## src/rtl/riscv_pipe_pkg.sv

```systemverilog
// Shared definitions for the riscv32i pipeline stage registers:
// bubble instruction encoding, default-width IF/ID payload and its bubble value.
package riscv_pipe_pkg;

  // addi x0,x0,0
  localparam logic [31:0] NOP_INSTR = 32'h0000_0013;

  localparam int unsigned XLEN_DEF = 32;
  localparam int unsigned ILEN_DEF = 32;

  typedef struct packed {
    logic [XLEN_DEF-1:0] pc;
    logic [ILEN_DEF-1:0] instr;
    logic                fault;
  } if_id_payload_t;

  localparam if_id_payload_t IF_ID_BUBBLE = '{pc: '0, instr: NOP_INSTR, fault: 1'b0};

endpackage

```

## src/rtl/pipe_skid_entry.sv

```systemverilog
// Single payload register with valid flag. clear has priority over load and
// returns the entry to its bubble value.
module pipe_skid_entry #(
  parameter int unsigned   W      = 65,
  parameter logic [W-1:0]  BUBBLE = '0
) (
  input  logic         clk,
  input  logic         reset,
  input  logic         load,
  input  logic         clear,
  input  logic [W-1:0] d,
  output logic [W-1:0] q,
  output logic         valid
);

  // Payload and valid update: clear wins, otherwise load captures d.
  always_ff @(posedge clk or negedge reset) begin
    if (!reset) begin
      q     <= BUBBLE;
      valid <= 1'b0;
    end else if (clear) begin
      q     <= BUBBLE;
      valid <= 1'b0;
    end else if (load) begin
      q     <= d;
      valid <= 1'b1;
    end
  end

endmodule

```

## src/rtl/if_id_pipe_reg.sv

```systemverilog
// IF->ID pipeline register with valid/ready handshake, flush and a saturating
// stall-cycle counter. Define IF_ID_SKID_EN to add a second (skid) entry that
// registers in_ready and removes the out_ready->in_ready combinational path.
module if_id_pipe_reg
  import riscv_pipe_pkg::*;
#(
  parameter int unsigned XLEN      = 32,
  parameter int unsigned ILEN      = 32,
  parameter int unsigned CNT_W     = 16,
  parameter logic [31:0] NOP_INSTR = riscv_pipe_pkg::NOP_INSTR
) (
  input  logic             clk,
  input  logic             reset,
  input  logic             flush_i,
  input  logic             in_valid,
  output logic             in_ready,
  input  logic [XLEN-1:0]  in_pc,
  input  logic [ILEN-1:0]  in_instr,
  input  logic             in_fault,
  output logic             out_valid,
  input  logic             out_ready,
  output logic [XLEN-1:0]  out_pc,
  output logic [ILEN-1:0]  out_instr,
  output logic             out_fault,
  output logic [CNT_W-1:0] stall_cnt
);

  localparam int unsigned   PW     = XLEN + ILEN + 1;
  localparam logic [ILEN-1:0] NOP_L = ILEN'(NOP_INSTR);
  localparam logic [PW-1:0] BUBBLE = {{XLEN{1'b0}}, NOP_L, 1'b0};

  logic [PW-1:0] in_payload;
  logic [PW-1:0] main_d;
  logic [PW-1:0] main_q;
  logic          main_load;
  logic          main_clear;
  logic          in_xfer;
  logic          out_xfer;

  assign in_payload = {in_pc, in_instr, in_fault};
  assign in_xfer    = in_valid && in_ready;
  assign out_xfer   = out_valid && out_ready;
  assign {out_pc, out_instr, out_fault} = main_q;

  pipe_skid_entry #(
    .W      (PW),
    .BUBBLE (BUBBLE)
  ) u_main (
    .clk   (clk),
    .reset (reset),
    .load  (main_load),
    .clear (main_clear),
    .d     (main_d),
    .q     (main_q),
    .valid (out_valid)
  );

`ifdef IF_ID_SKID_EN
  logic [PW-1:0] skid_q;
  logic          skid_valid;
  logic          skid_load;
  logic          skid_clear;

  // in_ready is the skid flag (a flop), held low during reset.
  assign in_ready = reset && !skid_valid;

  // Skid is only filled while main is full and stalled, so whenever it holds
  // data it feeds main ahead of any newer fetch (in_ready is low then).
  always_comb begin
    main_d     = skid_valid ? skid_q : in_payload;
    main_load  = !flush_i && (skid_valid ? out_xfer
                                         : (in_xfer && (!out_valid || out_ready)));
    skid_load  = !flush_i && !skid_valid && in_xfer && out_valid && !out_ready;
    skid_clear = flush_i || (skid_valid && out_xfer);
    main_clear = flush_i || (out_xfer && !main_load);
  end

  pipe_skid_entry #(
    .W      (PW),
    .BUBBLE (BUBBLE)
  ) u_skid (
    .clk   (clk),
    .reset (reset),
    .load  (skid_load),
    .clear (skid_clear),
    .d     (in_payload),
    .q     (skid_q),
    .valid (skid_valid)
  );
`else
  // Single entry: accept when empty or when the held entry leaves this cycle.
  assign in_ready = reset && (!out_valid || out_ready);

  // Load on input transfer; return to bubble on drain or flush.
  always_comb begin
    main_d     = in_payload;
    main_load  = !flush_i && in_xfer;
    main_clear = flush_i || (out_xfer && !in_xfer);
  end
`endif

  // Saturating count of cycles where ID back-pressures a valid entry.
  always_ff @(posedge clk or negedge reset) begin
    if (!reset) begin
      stall_cnt <= '0;
    end else if (out_valid && !out_ready && (stall_cnt != '1)) begin
      stall_cnt <= stall_cnt + CNT_W'(1);
    end
  end

endmodule

```

## config.mk

```make
export PLATFORM = sky130hd
export DESIGN_NAME = if_id_pipe_reg
export DESIGN_NICKNAME = d
export VERILOG_FILES = /design/src/rtl/riscv_pipe_pkg.sv /design/src/rtl/pipe_skid_entry.sv /design/src/rtl/if_id_pipe_reg.sv
export SDC_FILE = /design/constraint.sdc
export NUM_CORES = 1
export LEC_CHECK = 0
export CORE_ASPECT_RATIO = 1.5
export CORE_MARGIN = 3
export CORE_UTILIZATION = 36
export DETAILED_ROUTE_END_ITERATION = 16
export HOLD_SLACK_MARGIN = 0.03
export PLACE_DENSITY = 0.68
export SYNTH_ARGS = -nofsm -noshare
export SYNTH_HDL_FRONTEND = slang
export SYNTH_SLANG_ARGS = --single-unit
```

## constraint.sdc

```tcl
create_clock -name clk -period 1.97 [get_ports clk]
set_input_delay 0.394 -clock clk [delete_from_list [all_inputs] [get_ports clk]]
set_output_delay 0.394 -clock clk [all_outputs]
set_load 0.005 [all_outputs]
```

# Word level (Yosys, flattened, before mapping)
# Cells that the tools add are included.
# Widths: inputs -> output; s select.
# totals
register_bits	82
inputBits	70
out_inout_bits	83
elab_cells	23
# op_classes
addsub	1
n_eq_ne	1
n_mux	4
reduce_logical	14
# op_table
op	n
$mux 65	2
$add 16x1->16 const B	1
$ne 16x16->1 const B	1
$logic_and 1x1->1	7
$logic_not 1->1	4
$logic_or 1x1->1	2
$mux 1	2
$reduce_bool 2->1	1

# Depth between registers and ports, before layout
# depth
depth_word	8
depth_mapped	6
depth_no_buf	5

# Cells and area by module
# A second synthesis with hierarchy kept.
# hier_totals
cells_unflattened	292
hier_area_um2	3535.9
# modules_own_cells
module	instances	cells_per_inst	area_each_um2	seq_area_each_um2
pipe_skid_entry	1	213	2715.1	1655.3
if_id_pipe_reg	1	79	820.8	400.4

# Least setup slack after synthesis
# Ideal clock, no wire load.
# synth_path
path_kind	flip-flop to flip-flop
startpoint	register stall_cnt[0]
endpoint	register stall_cnt[10]
setup_time_ns	0.125
arrival_time_ns	1.434
required_ns	1.845
slack_ns	0.411
stages_incl_launch_ff	6
n_path_buf	0
synth_period_minus_slack_ns	1.559
cell_sequence	dfrtp_1 > ha_1 > nand3b_1 > nor3_2 > and3_1 > mux2_2
# synth_via
elab_chain_cells	2
elab_cells_between_ends	3
classes_between	1 x add/sub; 1 x eq/ne; 1 x reduce/logical
# synth_lines
element	line_no	source
start, declared	if_id_pipe_reg.sv:25	output logic [CNT_W-1:0] stall_cnt
start signal, assigned	if_id_pipe_reg.sv:107	stall_cnt <= stall_cnt + CNT_W'(1);
branches (longest 2 deep; another with $add 16x1->16)	--	
# Parallel ways; which one is timed is not known.
# A chain may end at the register's enable or synchronous reset.

# Final worst setup path
# layout_path
startpoint	input port reset
endpoint	output port in_ready
# layout_via
elab_chain_cells	1
# layout_lines
element	line_no	source
start, declared	if_id_pipe_reg.sv:13	input logic reset,
$logic_and 1x1->1	if_id_pipe_reg.sv:92	assign in_ready = reset && (!out_valid || out_ready);
end, declared	if_id_pipe_reg.sv:16	output logic in_ready,
# Every way passes these cells.

==> flow_metrics.py <==
metrics = {
    "grt": {
        "grt_pass1_vias": 3190,
        "grt_pass1_wl_mm": 15.9,
        "overflow": 0,
        "grt_max_degree": 57,
        "track_usage_pct": 18.3,
        "antenna_found_initial": 0,
    },
    "outcome": {
        "status": "complete, no violations",
    },
    "cts": {
        "cts.htree.levels": 3,
        "clk_latency_ps": 330,
        "post_cts_buffers": 0,
        "clock_sinks": 82,
        "cts-root-buf": "clkbuf_16",
        "clk_pin_slew_ps": 60,
        "cts_buffers": 9,
        "clockBufferDepth": 2,
        "tritoncts": "built",
    },
    "power_and_ir_drop": {
        "combPwrFrac_pct": 16.5,
        "p_sw_uw": 985,
        "clkPwrFrac_pct": 37.8,
        "p_seq_share_pct": 45.7,
        "p_sw_share_pct": 23.7,
        "p_per_area_nw_per_um2": 746,
        "power.internal_uw": 3180,
        "p_leak_uw": 0.00235,
        "ir_drop_mv": 0.420,
    },
    "run": {
        "drv_cap": 0,
    },
    "drt": {
        "num_vias": 3115,
        "ant_nets": 0,
        "initialDrtViolationCount": 92,
        "via_per_inst": 5.11,
        "drc": 0,
        "firstDrtPassIters": 5,
        "wl_per_cell_um": 16.0,
        "drt-total-wl_mm": 9.78,
    },
    "setup_path": {
        "crit_path_cell_trace": "dlygate4sd3_1 > buf_6 > and2_1 > dlygate4sd2_1",
        "start_kind": "primary input",
        "end_kind": "output pin",
        "critPathArrivalTime_ps": 1500,
        "critPathMaxFanout": 14,
        "critPathTopFamily": "buffers and inverters",
        "cp_data_required_time_ps": 1580,
        "critPathMaxStageDelay_ps": 550,
        "slowest_stage": "dlygate4sd3_1",
        "critPathKind": "primary input to output pin",
        "critPathBufInv": 3,
    },
    "floorplanning": {
        "fp.dieH_um": 127,
        "die_area_um2": 11000,
        "coreArea_um2": 9420,
        "rows": 43,
        "ios": 153,
        "die-width_um": 86.7,
        "start_util_pct": 37.4,
    },
    "timing": {
        "drv_slew": 0,
        "fmax_ghz": 0.527,
        "finalSetupViolCount": 0,
        "finalHoldViolCount": 0,
        "relSlewSlack_pct": 53.1,
        "fin_crit_sh_pct": 96.4,
        "rsz0062_at_grt": "false",
        "fin_crit_ps": 1900,
        "finClkSkew_ps": 8.82,
        "hold-worst-slack_ps": 443,
        "tightest_slew_ps": 704,
    },
    "yosys": {
        "ys.flop_type": "dfrtp_1",
        "synth_warnings": 0,
        "syn-num-nets": 407,
        "synth_area_leader_cell": "dfrtp_1",
        "synth_top_area_share_pct": 56.2,
        "yosysMostFrequentCell": "dfrtp_1",
        "async_flop_share_pct": 100,
        "synthTopCellsByCount": "dfrtp_1, nand2_1, a21oi_1",
        "ys_top_cells_by_area": "dfrtp_1, nand2_1, o2bb2ai_1, a21oi_1, o21ai_0",
        "syn_inst": 336,
        "ys_seq_area_share_pct": 58.4,
        "synth-edff-count": 0,
        "syn_area_um2": 3520,
        "ys_seq_elements": 82,
        "synthDistinctLibCells": 38,
        "avgSynthCellArea_um2": 10.5,
    },
    "finish": {
        "num-fill-cells": 817,
        "final_util_pct": 59.3,
        "synthToLayoutAreaGrowth_pct": 58.6,
        "n_antenna_cell": 0,
        "layout-drive-gt1-share_pct": 9.84,
        "multiInputGateArea_um2": 1370,
        "seq_area_um2": 2060,
        "fin_nets": 566,
    },
    "placed_design": {
        "hpwlAfterDp_mm": 7.23,
        "portBuffers": 152,
        "gp_congestion": 0.770,
    },
    "min_path": {
        "min_path_type": "primary input to asynchronous set/reset pin",
    },
}
-- cell families after synthesis --
logic type	share of synthesized area [%]
simple gates	16.9
buf+inv	2.99
xor+xnor	2.24
mux	0.747
fa+ha+maj	0.356
compound gates	18.3
flops	58.4
-- cell usage in the layout, fill, tap and decap left out, types with 3 or more instances in the layout --
master	count
nor2_1	6
clkbuf_16	9
xor2_1	6
buf_4	13
clkdlybuf4s50_1	150
nand3_1	7
and3_1	3
nand2_1	75
xnor2_1	3
o2bb2ai_1	29
nand4_1	4
dfstp_2	3
o21ai_0	30
buf_12	5
a21oi_1	36
dfrtp_1	79
-- registers in the layout (all words and copies together), names as in the netlist --
| signal | cells |
|---|---|
| u_main.q | 65 |
| stall_cnt | 16 |
| u_main.valid | 1 |
-- final cells by class --
| class | instances | share of cell area (%) |
|---|---|---|
| Clock inverter | 3 | 0.762 |
| Multi-Input combinational cell | 229 | 24.5 |
| Timing Repair Buffer | 172 | 31.2 |
| Tap cell | 112 | 2.51 |
| Sequential cell | 82 | 36.8 |
| Clock buffer | 11 | 4.17 |
| Inverter | 1 | 0.0673 |
-- through the flow --
| step | setup TNS (ps) | area [um^2] | total power [uW] | instances | worst slack [ps] |
|---|---|---|---|---|---|
| 2_1_floorplan | 0 | 3520 | 2130 | 336 | 411 |
| 3_3_place_gp | -64.1 | 5280 | 2610 | 595 | -45.9 |
| 3_5_place_dp | -281 | 5280 | 2630 | 595 | -78.3 |
| 4_1_cts | 0 | 5570 | 4220 | 610 | 26.3 |
| 5_1_grt | 0 | 5580 | 4360 | 610 | 30.8 |
| 6_report | 0 | 5580 | 4160 | 610 | 71.2 |
-- worst register-to-register path, cell delays in order (launching register included) --
cell	delay (ps)
dfrtp_1	400
ha_1	240
nand3b_1	180
buf_4	190
nor4_4	270
a31oi_1	130
a41oi_1	170
-- power by group through the flow --
stage	Sequential (uW)	Combinational (uW)	Clock [uW]
finish	1900	687	1570
global route	1920	750	1680
CTS	1910	700	1610
detailed placement	1930	695	0
global placement	1930	686	0
floorplan	1930	202	0
-- worst paths after layout --
check / startpoint / endpoint / slack (ps) / cells after the start
min in group clk: u_main.q[5]$_DFFE_PN1P_ / u_main.q[5]$_DFFE_PN1P_ / 490 / 2
min reg2reg: u_main.q[5]$_DFFE_PN1P_ / u_main.q[5]$_DFFE_PN1P_ / 490 / 2
max reg2reg: stall_cnt[1]$_DFFE_PN0P_ / stall_cnt[14]$_DFFE_PN0P_ / 310 / 6
max: reset / in_ready / 70 / 4
max in group asynchronous: reset / u_main.q[55]$_DFFE_PN0P_ / 610 / 3
min: reset / stall_cnt[7]$_DFFE_PN0P_ / 440 / 2
-- repair_timing --
action | CTS | global route
resized for setup | 2 | 2
endpoints found under the hold margin | 10 | 0
setup endpoints to repair | 1 | 34
hold buffers | 1 | 0
-- per-layer routing --
metal  part of all wire (%)  GRT usage, %  wire [um]  vias to the layer above
met4                    2.6          7.89        250                        0
li1                       -             -          -                     1500
met5                      0             0          0                        -
met3                    5.5          2.77        534                       15
met1                     38          21.3       3720                     1483
met2                     54          32.9       5270                      117
Power figures use the tool's default switching activity.
